## src/rtl/pc_sequencer.sv

```systemverilog
// Program-counter and fetch sequencer: issues fetches, advances pc on ack,
// applies jump/ret redirects and maintains a small circular return-address stack.
module pc_sequencer #(
   parameter int unsigned    PC_W      = 16,
   parameter int unsigned    RAS_DEPTH = 4,
   parameter logic [PC_W-1:0] RESET_PC = '0
) (
   input  logic            clk,
   input  logic            rst_n,
   output logic            fetch_req,
   output logic [PC_W-1:0] fetch_addr,
   input  logic            fetch_ack,
   input  logic            stall,
   input  logic            br_valid,
   input  logic [PC_W-1:0] br_pc,
   input  logic            br_jump,
   input  logic            br_ret,
   input  logic            br_call,
   input  logic [PC_W-1:0] br_target,
   output logic            flush,
   output logic            ras_overflow,
   output logic            ras_underflow
);

   localparam int unsigned SP_W  = (RAS_DEPTH > 1) ? $clog2(RAS_DEPTH) : 1;
   localparam int unsigned CNT_W = $clog2(RAS_DEPTH + 1);

   localparam logic [1:0] S_BOOT  = 2'd0;
   localparam logic [1:0] S_REQ   = 2'd1;
   localparam logic [1:0] S_WAIT  = 2'd2;
   localparam logic [1:0] S_FLUSH = 2'd3;

   logic [1:0]      state, state_nxt;
   logic [PC_W-1:0] pc, pc_nxt;
   logic [SP_W-1:0] sp, sp_nxt;
   logic [CNT_W-1:0] count, count_nxt;
   logic [PC_W-1:0] ras [RAS_DEPTH];
   logic [PC_W-1:0] ras_top;
   logic            push_en;
   logic            flush_nxt, ovf_nxt, unf_nxt;
   logic            active, redirect, do_ret, do_push;

   // Request is combinational from state (and stall in REQ) so reset drops it at once.
   assign fetch_req  = ((state == S_REQ) && !stall) || (state == S_WAIT);
   assign fetch_addr = pc;

   assign ras_top  = ras[sp - SP_W'(1)];
   assign active   = (state == S_REQ) || (state == S_WAIT);
   assign redirect = active && br_valid && (br_ret || br_jump);
   assign do_ret   = redirect && br_ret;
   assign do_push  = active && br_valid && br_call && br_jump && !br_ret;

   // State register
   always_ff @(posedge clk or negedge rst_n) begin
      if (!rst_n) begin
         state         <= S_BOOT;
         pc            <= RESET_PC;
         sp            <= '0;
         count         <= '0;
         flush         <= 1'b0;
         ras_overflow  <= 1'b0;
         ras_underflow <= 1'b0;
      end else begin
         state         <= state_nxt;
         pc            <= pc_nxt;
         sp            <= sp_nxt;
         count         <= count_nxt;
         flush         <= flush_nxt;
         ras_overflow  <= ovf_nxt;
         ras_underflow <= unf_nxt;
      end
   end

   // Return-address storage; a push writes at sp, overwriting the oldest when full
   always_ff @(posedge clk or negedge rst_n) begin
      if (!rst_n) begin
         for (int i = 0; i < int'(RAS_DEPTH); i++) ras[i] <= '0;
      end else if (push_en) begin
         ras[sp] <= br_pc + PC_W'(1);
      end
   end

   // Next-state, pc and RAS pointer logic; redirect overrides ack and stall
   always_comb begin
      state_nxt = state;
      pc_nxt    = pc;
      sp_nxt    = sp;
      count_nxt = count;
      push_en   = 1'b0;
      flush_nxt = 1'b0;
      ovf_nxt   = 1'b0;
      unf_nxt   = 1'b0;

      case (state)
         S_BOOT:  state_nxt = S_REQ;
         S_REQ: begin
            if (fetch_req && fetch_ack) begin
               pc_nxt = pc + PC_W'(1);
            end else if (fetch_req) begin
               state_nxt = S_WAIT;
            end
         end
         S_WAIT: begin
            if (fetch_ack) begin
               pc_nxt    = pc + PC_W'(1);
               state_nxt = S_REQ;
            end
         end
         S_FLUSH: state_nxt = S_REQ;
         default: state_nxt = S_BOOT;
      endcase

      if (redirect) begin
         state_nxt = S_FLUSH;
         flush_nxt = 1'b1;
         if (do_ret && (count != '0)) begin
            pc_nxt    = ras_top;
            sp_nxt    = sp - SP_W'(1);
            count_nxt = count - CNT_W'(1);
         end else begin
            pc_nxt  = br_target;
            unf_nxt = do_ret;
         end
      end

      if (do_push) begin
         push_en = 1'b1;
         sp_nxt  = sp + SP_W'(1);
         if (count == CNT_W'(RAS_DEPTH)) begin
            ovf_nxt = 1'b1;
         end else begin
            count_nxt = count + CNT_W'(1);
         end
      end
   end

endmodule

```

## config.mk

```make
export PLATFORM = sky130hd
export DESIGN_NAME = pc_sequencer
export DESIGN_NICKNAME = d
export VERILOG_FILES = /design/src/rtl/pc_sequencer.sv
export SDC_FILE = /design/constraint.sdc
export NUM_CORES = 1
export LEC_CHECK = 0
export CAP_MARGIN = 5
export CORE_MARGIN = 4
export CORE_UTILIZATION = 45
export CTS_BUF_LIST = sky130_fd_sc_hd__clkbuf_4
export DETAILED_ROUTE_END_ITERATION = 12
export PLACE_DENSITY = 0.76
export SETUP_SLACK_MARGIN = 0.5
export SKIP_LAST_GASP = 1
export SLEW_MARGIN = 20
export SYNTH_ARGS = -nofsm -noshare
export SYNTH_HDL_FRONTEND = slang
export SYNTH_SLANG_ARGS = --single-unit
```

## constraint.sdc

```tcl
create_clock -name clk -period 7 [get_ports clk]
set_input_delay 1.75 -clock clk [delete_from_list [all_inputs] [get_ports clk]]
set_output_delay 1.75 -clock clk [all_outputs]
set_load 0.01 [all_outputs]
```

---- Yosys cells after proc, flatten, opt, wreduce, memory -nomap -nowiden ----
Cells that the tools add are included.
word-level totals
  register bits ........................... 90
  input bits .............................. 40
  word-level logic and storage cells ...... 83
cells by class
  add/sub/neg operators ................... 6
  $lt $le $gt $ge ......................... 3
  equal/unequal tests ..................... 8
  muxes and demuxes ....................... 29
  bitwise gates (word level) .............. 2
  reduce and logical (&&, ||, !) cells .... 24
operator list
  operator                                                    count
  2-to-1 mux 16 bit                                           7
  bitwise mux 64 bit                                          1
  adder 16 x 1 -> 16 bit, second input constant               2
  binary-select mux 16 bit (select 2 bit)                     1
  demux 16 bit (select 2 bit)                                 1
  one-hot mux 16 bit (2 select lines)                         1
  2-to-1 mux 2 bit                                            7
  2-to-1 mux 3 bit                                            4
  logical AND 1 bit                                           10
  != test 3 bit, second input constant                        3
  greater-or-equal comparator 3 bit, second input constant    2
  2-to-1 mux 1 bit                                            6
  NOT 2 -> 3 bit                                              2
  one-hot mux 2 bit (3 select lines)                          1
  AND reduction 3 bit                                         2
  nonzero test 3 bit                                          2
  == test 2 bit, second input constant                        2
  nonzero test 2 bit                                          2
  adder 3 x 1 -> 3 bit, second input constant                 1
  == test 3 bit, second input constant                        1
  logical OR 1 bit                                            3
  less-than comparator 3 x 1 -> 1 bit, second input constant  1
  != test 3 x 2 -> 1 bit, second input constant               1
  subtractor 3 x 1 -> 3 bit, second input constant            1
  other kinds (7)                                             8

---- Longest topological paths before layout ----
Gate-level depths: netlist (run 1).
  depth after elaboration ................. 10
  mapped depth ............................ 10
  mapped depth without buffers ............ 7

---- Worst setup path before layout (run 1) ----
Ideal clock, no wire load.
  path kind ............................... input to output
  start point ............................. input stall
  end point ............................... output fetch_req
  arrival time ............................ 1.960 ns
  required time ........................... 5.250 ns
  setup slack ............................. 3.290 ns
  cell stages on the path ................. 2
  buffers on the path ..................... 0
  cell sequence ........................... inv_1 > a21o_1
between the ends
  word-level cells in the longest chain between the ends .. 3
ends and longest elaborated chain
  element            line  text
  start, declared    13    input logic stall,
  logical NOT 1 bit  44    assign fetch_req = ((state == S_REQ) && !stall) || (state == S_WAIT);
  logical AND 1 bit  44
  logical OR 1 bit   44
  end, declared      10    output logic fetch_req,
No other way between the ends.

---- Worst setup path after layout (run 1) ----
Same ends and word-level chain as after synthesis.

==> summary.txt, run 1 <==
Floorplanning
  – Top Ports: 60
  – Initial core utilization: 46.4%
  – Core footprint: 10400 um2
  – Die Area: roughly 12000 um2
  – # rows: 37
  – Die Y-Extent: roughly 110 um
  – Horiz. Die Dim: 111 um

Logic synthesis
  – Most common cell in the synthesized netlist: dfrtp_1
  – Yosys top cell by area: dfrtp_1
  – Cells after Synth: just under 500
  – Mapped Nets: roughly 530
  – Top post-synthesis cells by area: dfrtp_1, mux4_2, o21ai_0
  – Mapped Area: a little under 5000 um2
  – Flops & latches, synth: 90
  – Post-synth top cells: dfrtp_1, nand2_1, o21ai_0, nand3_1, clkbuf_1
  – Number of synthesized flops with an enable pin: 0
  – Seq/Total Area, Yosys: a little under half
  – Syn. warnings: 0
  – Cell variety after synth: 54
  – Ys async rst share: 100%
  – Synth top area share: between 40 and 50%
  – Synth Flop Type: dfrtp_1
  – Avg Cell Area, Syn: around 10 um2

Routing
  – # DRC: 0
  – Avg Vias per Cell: 5.93
  – Drt wl/cell: around 17 um
  – DR vias: approximately 4000
  – TritonRoute pass-1 iters: 5
  – Drt initial violations: 243
  – ANT nets after route: 0
  – Routed wire length: 11700 um

Cells and area
  – Fillers: 930
  – Cell area after layout: about 5700 um2
  – Nets: 582
  – Layout area overhead: 17.7%
  – N_diodes: 0
  – Layout cell share with drive strength beyond 1: under 10%
  – Non-Filler Instances: between 600 and 700
  – Post-layout util: 54.6%

STA
  – Setup TNS Final: 0 ns
  – Measured slew at the worst slew-check pin: roughly 1.0 ns
  – Slew headroom: between 30 and 40%
  – Max Clock Freq: 214 MHz
  – Period Utilization, post-route: approximately two thirds
  – Setup violations, final: 0
  – Slew Limit Fails: 0
  – RSZ-0062 raised after global routing: no
  – Final min period: about 4.7 ns
  – Final Hold Viols: 0
  – Final clock skew: between 0.01 and 0.015 ns

Setup path
  – Worst Path Arrival: between 2 and 3 ns
  – Critical Path RT: around 5.3 ns
  – Critical path class: input pin to output port
  – Crit path largest cell delay: 0.50 ns
  – Critical-path cell list: clkdlybuf4s50_1 > inv_1 > a21o_1 > clkdlybuf4s50_1
  – Slowest-stage cell, CP: clkdlybuf4s50_1
  – Crit path launch type: input pin
  – CP dominant cell by count: clkdlybuf4s50_1
  – Critical Path Fanout Max: 3
  – Setup crit end kind: output port

Place
  – Cell Area, Placed: around 5500 um2
  – GPL Wtd Cong: 0.917
  – Dpl cells: ~660
  – DP HPWL: 8260 um
  – Port bufs: 59

Status
  – Outcome: finished, final reports clean

CTS
  – Clk slew on worst S/H paths: around 0.13 ns
  – PostCTS Resize Cnt: 0
  – Clock sinks: 90
  – Longest Clk Path Bufs: 2
  – Skew-Pair Late Insertion Delay: between 0.4 and 0.5 ns
  – Num CTS Buffers: 9
  – H-tree lvl count: 3
  – Root buffer selected by CTS: clkbuf_4
  – CTS tree: done
  – Postcts setup bufs: 0
  – Post-CTS Hold Buffers: 0

Global routing
  – Total track usage: about a fifth
  – Number of global-route vias before repair: approximately 3900
  – First-pass GRT wire length: ~20000 um
  – Total grt overflow: 0
  – Antenna violations before repair: 0
  – Largest net degree at the start of global routing: between 80 and 90

Flow run
  – MaxCap Viol Count: 0

Power
  – Leak: between 2 and 2.5 nW
  – Total chip power: between 2 and 2.5 mW
  – Pwr dens: 377 nW/um2
  – Peak VDD IR: 193 uV

Worst hold path
  – Hold WC Path Type: flop to flop
## power by group
part / switching [mW] / leakage [nW] / internal [mW] / total, mW
Clock: 0.190 / 0.0726 / 0.115 / 0.305
Combinational: 0.503 / 1.12 / 0.445 / 0.949
Sequential: 0.156 / 1.17 / 0.722 / 0.878
## layer usage
metal	vias to the layer above	global-route usage (%)	wire length [um]
met4	0	4.54	92
met1	1976	27.4	5510
li1	1886	-	-
met2	110	30.4	5570
met3	10	3.64	575
met5	-	0	0
## path summary, 6_finish.rpt
check,startpoint,end,slack [ns],cells past startpoint
max in group asynchronous,rst_n,ras[36],4.95,2
min,ras[3],ras[3],0.49,2
max,stall,fetch_req,2.32,4
max reg2reg,sp[0],fetch_addr[5],4.15,7
min in group asynchronous,rst_n,state[1],1.10,1
min reg2reg,ras[3],ras[3],0.49,2
## worst max-delay path: cells and delay by family
family,cells,cell delay (ns)
AOI/OAI and AO/OA,1,0.17
buffers and inverters,3,1.02
## sequential cells by signal (all words and copies together) (netlist names)
name,flops
ras,64
fetch_addr,16
count,3
sp,2
state,2
flush,1
ras_overflow,1
ras_underflow,1
## stage by stage
stage | setup WS, ns | hold slack, ns
after floorplan | 3.29 | 0.445
after global placement | 2.33 | 0.456
after detailed placement | 2.32 | 0.467
after CTS | 2.32 | 0.499
after global routing | 2.27 | 0.521
final | 2.32 | 0.494
## cell families after synthesis
logic type	after synthesis	synth area share (%)
multiplexers	22	8.87
flip-flops	90	46.8
adder cells (fa/ha/maj)	11	2.86
XOR/XNOR	15	2.73
buffers and inverters	44	3.64
AO/OA/AOI/OAI	124	16.5
AND/OR/NAND/NOR	177	18.6
## cells in the final DEF, fill, tap and decap left out, drive strengths merged, types with 11 or more instances in the layout
cell,synthesis,routed
and3,15,15
clkdlybuf4s50,0,58
dfrtp,90,90
ha,11,11
inv,14,17
mux4,16,16
nand2,78,78
nand3,30,30
o21ai,67,67
xnor2,12,12
## cell type report
type                            count  area (um2)  area share (%)
Inverter                           14        52.6           0.928
Clock buffer                        9        67.6            1.19
Sequential cell                    90        2250            39.8
Multi-Input combinational cell    349        2380            42.1
Tap cell                          136         170            3.01
Clock inverter                      7        83.8            1.48
Timing Repair Buffer               67         652            11.5
Power figures use the tool's default switching activity.
==> inputs of run 2 (changes only) <==
Clock period 7 ns to 4.8 ns, I/O delays scaled along.
==> run 2 against run 1 <==
Compared with the run above: register-to-register slack got worse by 2.2 ns; hold slack improved by 0.0028 ns; via count rose by 0.80%; largest power group unchanged; die area did not move; flip-flop and latch count unchanged; combinational power up 48%.
==> summary.txt, run 2 (synthesis gave the netlist of run 1 again) <==
Place
  – DP HPWL: 8770 um (+6.2%)
  – Pre-CTS setup slack: 1.20 ns (-1.12 ns)
  – Port bufs: 59 (unchanged)
  – Dpl cells: 655 (-0.15%)
  – GPL Wtd Cong: 0.868 (-5.4%)

Power
  – Pwr dens: 545 nW/um2 (+45%)
  – Peak VDD IR: 216 uV (+12%)
  – Total chip power: 3.07 mW (+44%)
  – Leak: 2.35 nW (-0.50%)

CTS
  – Root buffer selected by CTS: clkbuf_4
  – Postcts setup bufs: 0 (unchanged)
  – Post-CTS Hold Buffers: 0 (unchanged)
  – Clock sinks: 90 (unchanged)
  – Num CTS Buffers: 9 (unchanged)
  – Clk slew on worst S/H paths: 0.14 ns (about the same)
  – PostCTS Resize Cnt: 0 (unchanged)
  – Skew-Pair Late Insertion Delay: 0.44 ns (about the same)
  – Longest Clk Path Bufs: 2 (unchanged)
  – H-tree lvl count: 3 (unchanged)
  – CTS tree: done

Global routing
  – Total track usage: 20.1% (+0.96 points)
  – Largest net degree at the start of global routing: 91 (+9.6%)
  – Antenna violations before repair: 0 (unchanged)
  – Total grt overflow: 0 (unchanged)
  – Number of global-route vias before repair: 4143 (+6.1%)
  – First-pass GRT wire length: 20500 um (+4.5%)

Cells and area
  – Most common cell after layout, fill and taps aside: dfrtp_1
  – Non-Filler Instances: 671 (-0.15%)
  – Layout cell share with drive strength beyond 1: 9.16% (-0.17 points)
  – N_diodes: 0 (unchanged)
  – Most flops, register: ras
  – Commonest non-fill, non-tap cells in the layout: dfrtp_1, nand2_1, o21ai_0, clkdlybuf4s50_1, nand3_1
  – Max reg flops: 64 (unchanged)
  – Layout area overhead: 17.1%
  – Nets: 581 (-0.17%)

Setup path
  – WP buf/inv: 3 (unchanged)
  – FF-to-FF path depth: 7 (unchanged)
  – Critical path class: input pin to output port
  – Crit Reg-Reg Endpoint: fetch_addr[5]
  – Critical path depth in cells: 4 (unchanged)
  – CP Capture Point: fetch_req
  – CP top delay family: buffers and inverters
  – CP dominant cell by count: clkdlybuf4s50_1
  – Setup crit end kind: output port
  – Crit path largest cell delay: 0.51 ns (about the same)
  – Critical Path RT: 3.60 ns (-1.65 ns)
  – Critical path origin: stall
  – Worst r2r src: sp[0]
  – Slowest-stage cell, CP: clkdlybuf4s50_1
  – Critical-path cell list: clkdlybuf4s50_1 > inv_1 > a21o_1 > clkdlybuf4s50_1
  – Worst Path Arrival: 2.40 ns (-0.53 ns)
  – Critical Path Fanout Max: 3 (unchanged)
  – Crit path launch type: input pin
  – R2R setup slack: 1.97 ns (-2.18 ns)

STA
  – Final Hold Viols: 0 (unchanged)
  – Slew Limit Fails: 0 (unchanged)
  – Setup violations, final: 0 (unchanged)
  – Slew headroom: 28.2% (-2.3 points)
  – Fin Hold WS: 0.497 ns (+0.00279 ns)
  – Measured slew at the worst slew-check pin: 1.08 ns (+0.0343 ns)
  – Period Utilization, post-route: 75.1%
  – Max Clock Freq: 278 MHz
  – Setup TNS Final: 0 ns (unchanged)
  – Final worst slack: 1.20 ns (-1.12 ns)
  – RSZ-0062 raised after global routing: no
  – Final clock skew: 0.0208 ns (+0.00667 ns)
  – Final min period: between 3 and 4 ns

Floorplanning
  – Top Ports: 60 (unchanged)
  – Horiz. Die Dim: 111 um (unchanged)
  – Die Area: 12400 um2 (unchanged)
  – # rows: 37 (unchanged)
  – Die Y-Extent: 111 um (unchanged)
  – Core footprint: 10400 um2 (unchanged)
  – Initial core utilization: 46.4% (unchanged)

Status
  – Outcome: finished, final reports clean

Routing
  – DR vias: 4014 (+0.80%)
  – Drt initial violations: 276 (+14%)
  – TritonRoute pass-1 iters: 5 (unchanged)
  – Avg Vias per Cell: 5.98 (+0.95%)
  – # DRC: 0 (unchanged)
  – Drt wl/cell: 18.0 um (+3.0%)
  – ANT nets after route: 0 (unchanged)
  – Routed wire length: 12100 um (+2.9%)

Flow run
  – MaxCap Viol Count: 0 (unchanged)

Worst hold path
  – Hold WC Path Type: flop to flop
  – HP Start: ras[14]
run 2: cell count changes in the layout (fill, tap and decap cells not counted):
cell / delta
clkinv_8: +1
clkinvlp_4: -1
inv_8: -2
clkinv_4: +1
buf_4: -1
inv_6: +1
clkinv_2: +1
bufinv_16: -1
run 2: routing by layer:
metal	vias up	GRT usage, %	wire length, um
met5	-	0	0
met4	0	5.60	157
met3	16	2.77	600
met2	117	32.9	5790
met1	1991	28.3	5540
li1	1890	-	-
run 2: power breakdown:
| part | switching, mW | internal (mW) | leakage [nW] |
|---|---|---|---|
| Combinational | 0.748 | 0.650 | 1.11 |
| Clock | 0.279 | 0.114 | 0.0657 |
| Sequential | 0.226 | 1.05 | 1.17 |
run 2: layout make-up:
cell class	count	area (um2)
clock buffers	9	67.6
clock inverters	7	62.6
fillers	942	4740
inverters	14	52.6
multi-input cells	349	2380
flip-flops and latches	90	2250
well taps	136	170
repair buffers	66	644
run 2: how the worst min path moves through the flow:
stage / to / slack, ns / cells after the start
after floorplan: ras[32] / 0.44 / 2
after global placement: ras[3] / 0.46 / 2
after detailed placement: ras[46] / 0.47 / 2
after CTS: ras[46] / 0.50 / 2
after global routing: ras[45] / 0.53 / 2
final: ras[14] / 0.50 / 2
run 2: worst register-to-register path: stages (launching register included):
cell	delay [ns]
dfrtp_1	0.35
buf_4	0.35
inv_1	0.13
ha_1	0.86
mux4_2	0.44
and3_1	0.21
a311oi_1	0.24
o21ai_0	0.11
run 2: through the flow:
stage | utilization [%] | area [um2]
2_1_floorplan | - | 4810
3_3_place_gp | 53.0 | 5500
3_5_place_dp | 53.0 | 5500
4_1_cts | 54.3 | 5630
5_1_grt | 54.3 | 5630
6_report | 54.3 | 5630
